$ cat config.mk
export PLATFORM = sky130hd
export DESIGN_NAME = cache_miss_ctrl
export DESIGN_NICKNAME = d
export VERILOG_FILES = /design/src/rtl/cache_miss_ctrl.sv
export SDC_FILE = /design/constraint.sdc
export NUM_CORES = 1
export LEC_CHECK = 0
export BUFFER_PORTS_ARGS = -buffer_cell sky130_fd_sc_hd__buf_4
export CAP_MARGIN = 20
export CORE_AREA = 2 2 77 79
export DETAILED_ROUTE_END_ITERATION = 6
export DIE_AREA = 0 0 79 81
export PLACE_DENSITY = 0.84
export SLEW_MARGIN = 0
export SYNTH_ARGS = -nofsm -noshare
export SYNTH_HDL_FRONTEND = slang
export SYNTH_SLANG_ARGS = --single-unit
$ cat constraint.sdc
create_clock -name clk -period 5.9 [get_ports clk]
set_input_delay 0.295 -clock clk [delete_from_list [all_inputs] [get_ports clk]]
set_output_delay 0.295 -clock clk [all_outputs]
set_load 0.1 [all_outputs]
$ cat src/rtl/cache_miss_ctrl.sv
// Lookup sequencer and victim selector for a 4-way tag store with per-set tree pseudo-LRU.
// Runs one outstanding refill at a time: lookup, memory request, wait for fill, write victim.
module cache_miss_ctrl #(
  parameter int TAG_W = 24,
  parameter int IDX_W = 3
) (
  input  logic               clk,
  input  logic               reset,
  input  logic               req_valid,
  output logic               req_ready,
  input  logic [TAG_W-1:0]   req_tag,
  input  logic [IDX_W-1:0]   req_index,
  output logic [TAG_W-1:0]   tag,
  output logic [IDX_W-1:0]   index,
  output logic [1:0]         way,
  output logic               replace,
  input  logic               iHit,
  input  logic [1:0]         wayOut,
  input  logic [3:0]         validComp,
  output logic               mem_req_valid,
  input  logic               mem_req_ready,
  output logic [TAG_W+IDX_W-1:0] mem_req_addr,
  input  logic               mem_fill_valid,
  output logic               resp_valid,
  output logic               resp_hit,
  output logic [1:0]         resp_way
);

  localparam int SETS = 1 << IDX_W;

  typedef enum logic [2:0] {
    IDLE      = 3'd0,
    LOOKUP    = 3'd1,
    MISS_REQ  = 3'd2,
    WAIT_FILL = 3'd3,
    REFILL    = 3'd4
  } state_t;

  state_t                     state_q, state_d;
  logic [TAG_W-1:0]           tag_q, tag_d;
  logic [IDX_W-1:0]           index_q, index_d;
  logic [1:0]                 way_q, way_d;
  logic [1:0]                 victim_q, victim_d;
  logic [SETS-1:0][2:0]       plru_q, plru_d;

  // Tree bits {b2,b1,b0}: b0 picks the half to evict, b1/b2 pick the way inside it.
  function automatic logic [1:0] plru_victim(input logic [2:0] b);
    return b[0] ? {1'b1, b[2]} : {1'b0, b[1]};
  endfunction

  function automatic logic [2:0] plru_touch(input logic [2:0] b, input logic [1:0] w);
    logic [2:0] r;
    r = b;
    if (!w[1]) begin
      r[0] = 1'b1;
      r[1] = ~w[0];
    end else begin
      r[0] = 1'b0;
      r[2] = ~w[0];
    end
    return r;
  endfunction

  function automatic logic [1:0] first_invalid(input logic [3:0] v);
    logic [1:0] r;
    r = 2'd3;
    for (int i = 3; i >= 0; i--) begin
      if (!v[i]) r = 2'(i);
    end
    return r;
  endfunction

  always_comb begin
    state_d  = state_q;
    tag_d    = tag_q;
    index_d  = index_q;
    way_d    = way_q;
    victim_d = victim_q;
    plru_d   = plru_q;
    case (state_q)
      IDLE: begin
        if (req_valid) begin
          tag_d   = req_tag;
          index_d = req_index;
          state_d = LOOKUP;
        end
      end
      LOOKUP: begin
        if (iHit) begin
          plru_d[index_q] = plru_touch(plru_q[index_q], wayOut);
          state_d         = IDLE;
        end else begin
          victim_d = (&validComp) ? plru_victim(plru_q[index_q]) : first_invalid(validComp);
          state_d  = MISS_REQ;
        end
      end
      MISS_REQ: begin
        if (mem_req_ready) state_d = WAIT_FILL;
      end
      WAIT_FILL: begin
        if (mem_fill_valid) begin
          way_d   = victim_q;
          state_d = REFILL;
        end
      end
      REFILL: begin
        plru_d[index_q] = plru_touch(plru_q[index_q], victim_q);
        state_d         = IDLE;
      end
      default: state_d = IDLE;
    endcase
  end

  always_ff @(posedge clk) begin
    if (reset) begin
      state_q  <= IDLE;
      tag_q    <= '0;
      index_q  <= '0;
      way_q    <= '0;
      victim_q <= '0;
      plru_q   <= '0;
    end else begin
      state_q  <= state_d;
      tag_q    <= tag_d;
      index_q  <= index_d;
      way_q    <= way_d;
      victim_q <= victim_d;
      plru_q   <= plru_d;
    end
  end

  // Strobes are decoded from state so the hit response lands in the LOOKUP cycle itself.
  assign req_ready     = (state_q == IDLE);
  assign mem_req_valid = (state_q == MISS_REQ);
  assign replace       = (state_q == REFILL);
  assign resp_valid    = ((state_q == LOOKUP) && iHit) || (state_q == REFILL);
  assign resp_hit      = (state_q == LOOKUP);
  assign resp_way      = (state_q == LOOKUP) ? wayOut : victim_q;
  assign mem_req_addr  = {tag_q, index_q};
  assign tag           = tag_q;
  assign index         = index_q;
  assign way           = way_q;

endmodule
==> results.yml, run 1 <==
outcome:
  outcome: "finished clean"
min_path:
  holdPathStages: 3
  hold_end: "tag[9]"
  hp-class: "input port to register"
  min-delay-start: "req_tag[9]"
final_layout:
  final_area_um2: 3610
  ff_latch_area_um2: 1160
  layout_commonest_cell: "buf_4"
  num-fill-cells: 498
  nets: 419
  drive_gt1_share_pct: 37.6
  final_cell_mix: "buf_4, nand2_1, dfxtp_1"
  multiInputGateArea_um2: 1420
  area_delta_synth_final_pct: 24.6
  num_antenna_cells: 0
setup_path:
  slowest_delay_ns: 0.89
  cp_data_arrival_time_ns: 2.69
  reg2reg_to: "plru_q[23]"
  start_kind: "register"
  worst-r2r-setup-slack_ns: 3.41
  end_kind: "register"
  rr_startpoint: "index[0]"
  crit_buf_inv: 0
  worstPathMaxFanout: 18
  worstSetupPathType: "register to register"
  path_cells: "mux2_2 -> mux4_2 -> a211oi_4 -> a211oi_1"
  cp_slowest_cell: "dfxtp_1"
  cp_data_required_time_ns: 6.09
  critical-path-top-delay-family: "multiplexers"
  rr_worst_depth: 4
floorplan:
  io_pins: 102
  coreArea_um2: 5680
  fp-row-count: 28
  die_y_um: 81
  start_util_pct: 51.0
  die_w_um: 79
  die_area_um2: 6400
place:
  placed_area_um2: 3450
  dp_slack_ns: 3.41
  gp_congestion: 0.852
  port_buffers: 101
  dpl.hpwl_mm: 4.73
timing:
  hold_viol: 0
  fin_hold_ws_ns: 0.199
  worst_slack_ns: 3.41
  fmax_mhz: 401
  setup_violations: 0
  finalSetupTns_ns: 0
  timing.slew.headroom_pct: 36.7
  rsz0062_at_grt: "false"
  finClkSkew_ns: 0.00912
  fin_crit_ns: 2.49
  fin_crit_sh_pct: 42.3
  final_max_slew_viol_count: 0
  worstMarginPinSlew_ns: 0.950
synth:
  seq_area_frac_synth_pct: 40.1
  syn-num-nets: 354
  netlist_area_um2: 2900
  yosysUniqueCellTypes: 39
  synth_top_area_share_pct: 40.1
  synthCells: 315
  synth-edff-count: 0
  synth.area.top_cells: "dfxtp_1, nand2_1, buf_4"
  synth_warnings: 0
  syn_avg_cell_area_um2: 9.20
  async_reset_ff_share_pct: 0
  ys_ff_latch: 58
  yosys_most_used_dff: "dfxtp_1"
  synth_top_cell_by_area: "dfxtp_1"
global_routing:
  grt_max_degree: 60
  antenna_found_initial: 0
  gr-total-overflow: 0
  grt_pass1_wl_mm: 10.3
  grtUsageTotal_pct: 20.9
  grt_pass1_vias: 2204
power_and_ir_drop:
  p_per_area_nw_per_um2: 318
  p_leak_nw: 1.45
  irDropWorstVdd_uv: 186
clocking:
  root_buffer: "clkbuf_8"
  htree_levels: 3
  cts_tree: "built"
  cts_buffers: 9
  path_clk_slew_ns: 0.07
  cts_buffer_depth: 2
  postCtsSetupRepairBufs: 0
  ctsHoldBuffers: 0
  clk_latency_ns: 0.34
  clkSinkCount: 58
  post_cts_resized: 0
detailed_routing:
  vias: 2374
  routed_wl_mm: 6.63
  initialDrtViolationCount: 104
  antenna_left: 0
  routedWlPerCell_um: 14.5
  drtPass1Iterations: 4
  remaining_drc_errors: 0
  via_per_inst: 5.18
flow_run:
  max_cap_viol_count: 0
## kinds of logic after synthesis
kind of cell           synth area share [%]
multiplexers                           12.4
buffers and inverters                  11.0
flip-flops                             40.1
AO/OA/AOI/OAI                          19.1
AND/OR/NAND/NOR                        17.4
## final cells by class
class | count | share of cell area, %
clock buffers | 11 | 3.92
clock inverters | 3 | 0.485
inverters | 5 | 0.589
multi-input cells | 205 | 39.2
flip-flops and latches | 58 | 32.2
well taps | 75 | 2.60
repair buffers | 101 | 21.0
## metal layers
layer / GRT usage [%] / vias to the layer above / share of wire [%]
met3: 5.44 / 9 / 4.0
met4: 9.31 / 0 / 1.7
met2: 36.1 / 52 / 53
li1: - / 1192 / -
met5: 0 / - / 0
met1: 24.6 / 1121 / 41
## synthesized netlist by cell type (all sizes together) (2+ instances only)
| cell | n |
|---|---|
| a2111oi | 6 |
| dfxtp | 58 |
| a31oi | 2 |
| nand2b | 9 |
| mux2i | 14 |
| nor2b | 3 |
| clkbuf | 11 |
| o211ai | 8 |
| nand2 | 60 |
| inv | 5 |
| mux4 | 4 |
| nor2 | 19 |
| a21oi | 36 |
| a211oi | 12 |
| mux2 | 10 |
| nor3 | 3 |
| buf | 36 |
| nor3b | 6 |
| nor4b | 2 |
## flip-flops by register name, summed over array words and instances, names as in the netlist
register / flops
plru_q: 24
tag: 24
index: 3
state_q: 3
victim_q: 2
way: 2
## worst max-delay path by stage
stage,slack (ns),end,cells after the start,from
floorplan,1.76,resp_way[0],3,state_q[0]
global placement,3.46,plru_q[2],4,index[0]
detailed placement,3.41,plru_q[2],4,index[0]
CTS,3.41,plru_q[0],4,state_q[0]
global route,3.23,plru_q[0],4,state_q[0]
finish,3.41,plru_q[23],4,index[0]
## metrics by stage
step / std cells / total power, mW / util (%)
after floorplan: 315 / 0.785 / -
after global placement: 444 / 0.847 / 60.8
after detailed placement: 444 / 0.852 / 60.8
after CTS: 458 / 1.16 / 63.6
after global routing: 458 / 1.19 / 63.6
final: 458 / 1.15 / 63.6
## power breakdown
| part | total, mW | switching, mW | internal, mW |
|---|---|---|---|
| clock network | 0.305 | 0.148 | 0.157 |
| registers | 0.437 | 0.0263 | 0.411 |
| logic | 0.406 | 0.318 | 0.0878 |
## tightest hold or removal path, cell delays in order
cell and delay [ns]:
buf_4 0.11, nand2_1 0.04, a21oi_1 0.05
(Power assumes the default switching activity.)
==> run 2: changes to the inputs <==
--- a/config.mk
+++ b/config.mk
@@ -5,12 +5,13 @@
 export SDC_FILE = /design/constraint.sdc
 export NUM_CORES = 1
 export LEC_CHECK = 0
+export ABC_AREA = 1
 export BUFFER_PORTS_ARGS = -buffer_cell sky130_fd_sc_hd__buf_4
 export CAP_MARGIN = 20
-export CORE_AREA = 2 2 77 79
+export CORE_AREA = 2 2 84 86
 export DETAILED_ROUTE_END_ITERATION = 6
-export DIE_AREA = 0 0 79 81
-export PLACE_DENSITY = 0.84
+export DIE_AREA = 0 0 86 88
+export PLACE_DENSITY = 0.75
 export SLEW_MARGIN = 0
 export SYNTH_ARGS = -nofsm -noshare
 export SYNTH_HDL_FRONTEND = slang
==> constraint.sdc (replaced) <==
create_clock -name clk -period 2 [get_ports clk]
set_input_delay 0.1 -clock clk [delete_from_list [all_inputs] [get_ports clk]]
set_output_delay 0.1 -clock clk [all_outputs]
set_load 0.1 [all_outputs]
==> run 2 against run 1 <==
Net effect: cell area increased by 4.0%; critical endpoint is now req_ready; global-route usage is 1.2 points lower; count of clock-buffer cells in the layout is 2 higher; largest power group is now combinational logic.
==> results.yml, run 2 <==
outcome:
  outcome: "finished clean"
timing:
  worstMarginPinSlew_ns: 0.680
  fin_crit_sh_pct: 92.6
  final_max_slew_viol_count: 0
  rsz0062_at_grt: "false"
  timing.slew.headroom_pct: 54.6
  finalSetupTns_ns: 0
  fmax_mhz: 540
  fin_crit_ns: 1.85
  setup_violations: 0
  finClkSkew_ns: 0.00503
  hold_viol: 0
setup_path:
  cp_data_arrival_time_ns: 1.75
  start_kind: "register"
  reg2reg_to: "plru_q[22]"
  rr_worst_depth: 8
  worstSetupPathType: "register to primary output"
  worst-r2r-setup-slack_ns: 0.22
  end_kind: "primary output"
  cp_data_required_time_ns: 1.90
  worstPathMaxFanout: 15
  rr_startpoint: "index[0]"
final_layout:
  layout.cells.non_filler: 565
  final_cell_mix: "buf_4, nand2_1, a21oi_1, dfxtp_1, inv_1"
  num-fill-cells: 617
  area_delta_synth_final_pct: 29.7
  nets: 520
  utilization_pct: 56.5
  layout_commonest_cell: "buf_4"
  drive_gt1_share_pct: 32.4
  num_antenna_cells: 0
synth:
  synth.most_common_cell: "nand2_1"
  syn_avg_cell_area_um2: 7.09
  netlist_area_um2: 2890
  synth.area.top_cells: "dfxtp_1, nand2_1, a21oi_1"
  synth-edff-count: 0
  synth_warnings: 0
  seq_area_frac_synth_pct: 40.1
  synthCells: 408
  synth_top_area_share_pct: 40.1
  yosysUniqueCellTypes: 28
  synth_top_cell_by_area: "dfxtp_1"
  syn-num-nets: 447
  async_reset_ff_share_pct: 0
  yosys-top-cells-count: "nand2_1, dfxtp_1, a21oi_1"
  ys_ff_latch: 58
  yosys_most_used_dff: "dfxtp_1"
clocking:
  root_buffer: "clkbuf_8"
  clkSinkCount: 58
  htree_levels: 3
  clk_latency_ns: 0.33
  cts_buffer_depth: 2
  path_clk_slew_ns: 0.06
  cts_buffers: 9
  cts_tree: "built"
  ctsHoldBuffers: 0
min_path:
  min-delay-start: "req_tag[13]"
  hp-class: "input port to register"
  hold_end: "tag[13]"
  holdPathStages: 3
place:
  dpl.hpwl_mm: 5.43
  port_buffers: 101
  place_inst: 550
  gp_congestion: 0.837
detailed_routing:
  initialDrtViolationCount: 163
  drtPass1Iterations: 4
  routedWlPerCell_um: 13.2
  routed_wl_mm: 7.46
  remaining_drc_errors: 0
  via_per_inst: 4.94
  vias: 2792
  antenna_left: 0
floorplan:
  io_pins: 102
  coreArea_um2: 6640
  die_y_um: 88
  start_util_pct: 43.6
  die_w_um: 86
  fp-row-count: 30
  die_area_um2: 7570
global_routing:
  grtUsageTotal_pct: 19.7
  antenna_found_initial: 0
  grt_max_degree: 38
  grt_pass1_wl_mm: 11.8
  gr-total-overflow: 0
  grt_pass1_vias: 2537
power_and_ir_drop:
  p_per_area_nw_per_um2: 949
  p_leak_nw: 1.76
  irDropWorstVdd_uv: 630
flow_run:
  max_cap_viol_count: 0
## run 2: per-layer routing
layer  vias up  share of wire (%)  GRT usage [%]
met3         8                6.4           7.07
met1      1261                 44           24.9
met2        82                 49           32.3
met5         -                  0              0
met4         0                1.1           4.76
li1       1441                  -              -
## run 2: through the flow
| stage | hold WS [ns] | setup slack, ns | power, mW | instance area [µm²] |
|---|---|---|---|---|
| after floorplan | 0.263 | -0.220 | 2.33 | 2940 |
| after global placement | 0.383 | 0.228 | 2.56 | 3560 |
| after detailed placement | 0.387 | 0.215 | 2.57 | 3560 |
| after CTS | 0.0291 | 0.0651 | 3.59 | 3750 |
| after global routing | 0.0302 | 0.0361 | 3.72 | 3750 |
| final | 0.0464 | 0.149 | 3.56 | 3750 |
## run 2: how the worst max path moves through the flow
| stage | start | end | slack, ns |
|---|---|---|---|
| 3_5_place_dp | index[0] | plru_q[16] | 0.21 |
| 3_3_place_gp | index[0] | plru_q[16] | 0.23 |
| 5_1_grt | state_q[2] | req_ready | 0.04 |
| 6_report | state_q[2] | req_ready | 0.15 |
| 4_1_cts | state_q[2] | req_ready | 0.07 |
| 2_1_floorplan | state_q[1] | resp_way[0] | -0.22 |
## run 2: cell families after synthesis
group           count (synthesis)  share of synthesized area [%]
simple gates                  157                           26.2
buf+inv                        98                           16.8
compound gates                 95                           16.9
flops                          58                           40.1
## run 2: final cells by class
| type | count | area [µm²] | share of cell area [%] |
|---|---|---|---|
| Sequential cell | 58 | 1160 | 31.0 |
| Inverter | 53 | 201 | 5.37 |
| Tap cell | 80 | 100 | 2.67 |
| Clock buffer | 13 | 179 | 4.77 |
| Clock inverter | 2 | 10.0 | 0.267 |
| Timing Repair Buffer | 107 | 807 | 21.5 |
| Multi-Input combinational cell | 252 | 1290 | 34.4 |
## run 2: repair_timing
action | CTS | global route
endpoints found under the hold margin | 0 | 0
endpoints found under the setup margin | 0 | 1
buffers inserted | 0 | 0
gates resized for setup | 0 | 1
## run 2: report_power, final
part / leakage, nW / internal (mW) / switching (mW)
Sequential: 0.474 / 1.21 / 0.0528
Clock: 0.101 / 0.574 / 0.443
Combinational: 1.19 / 0.281 / 0.996
Total: 1.76 / 2.07 / 1.49
## run 2: critical path, cell delays in order, from the launching register on
cell,delay (ns)
dfxtp_1,0.37
nor2_1,0.14
inv_1,0.13
nor2_4,0.25
buf_4,0.27
buf_6,0.25
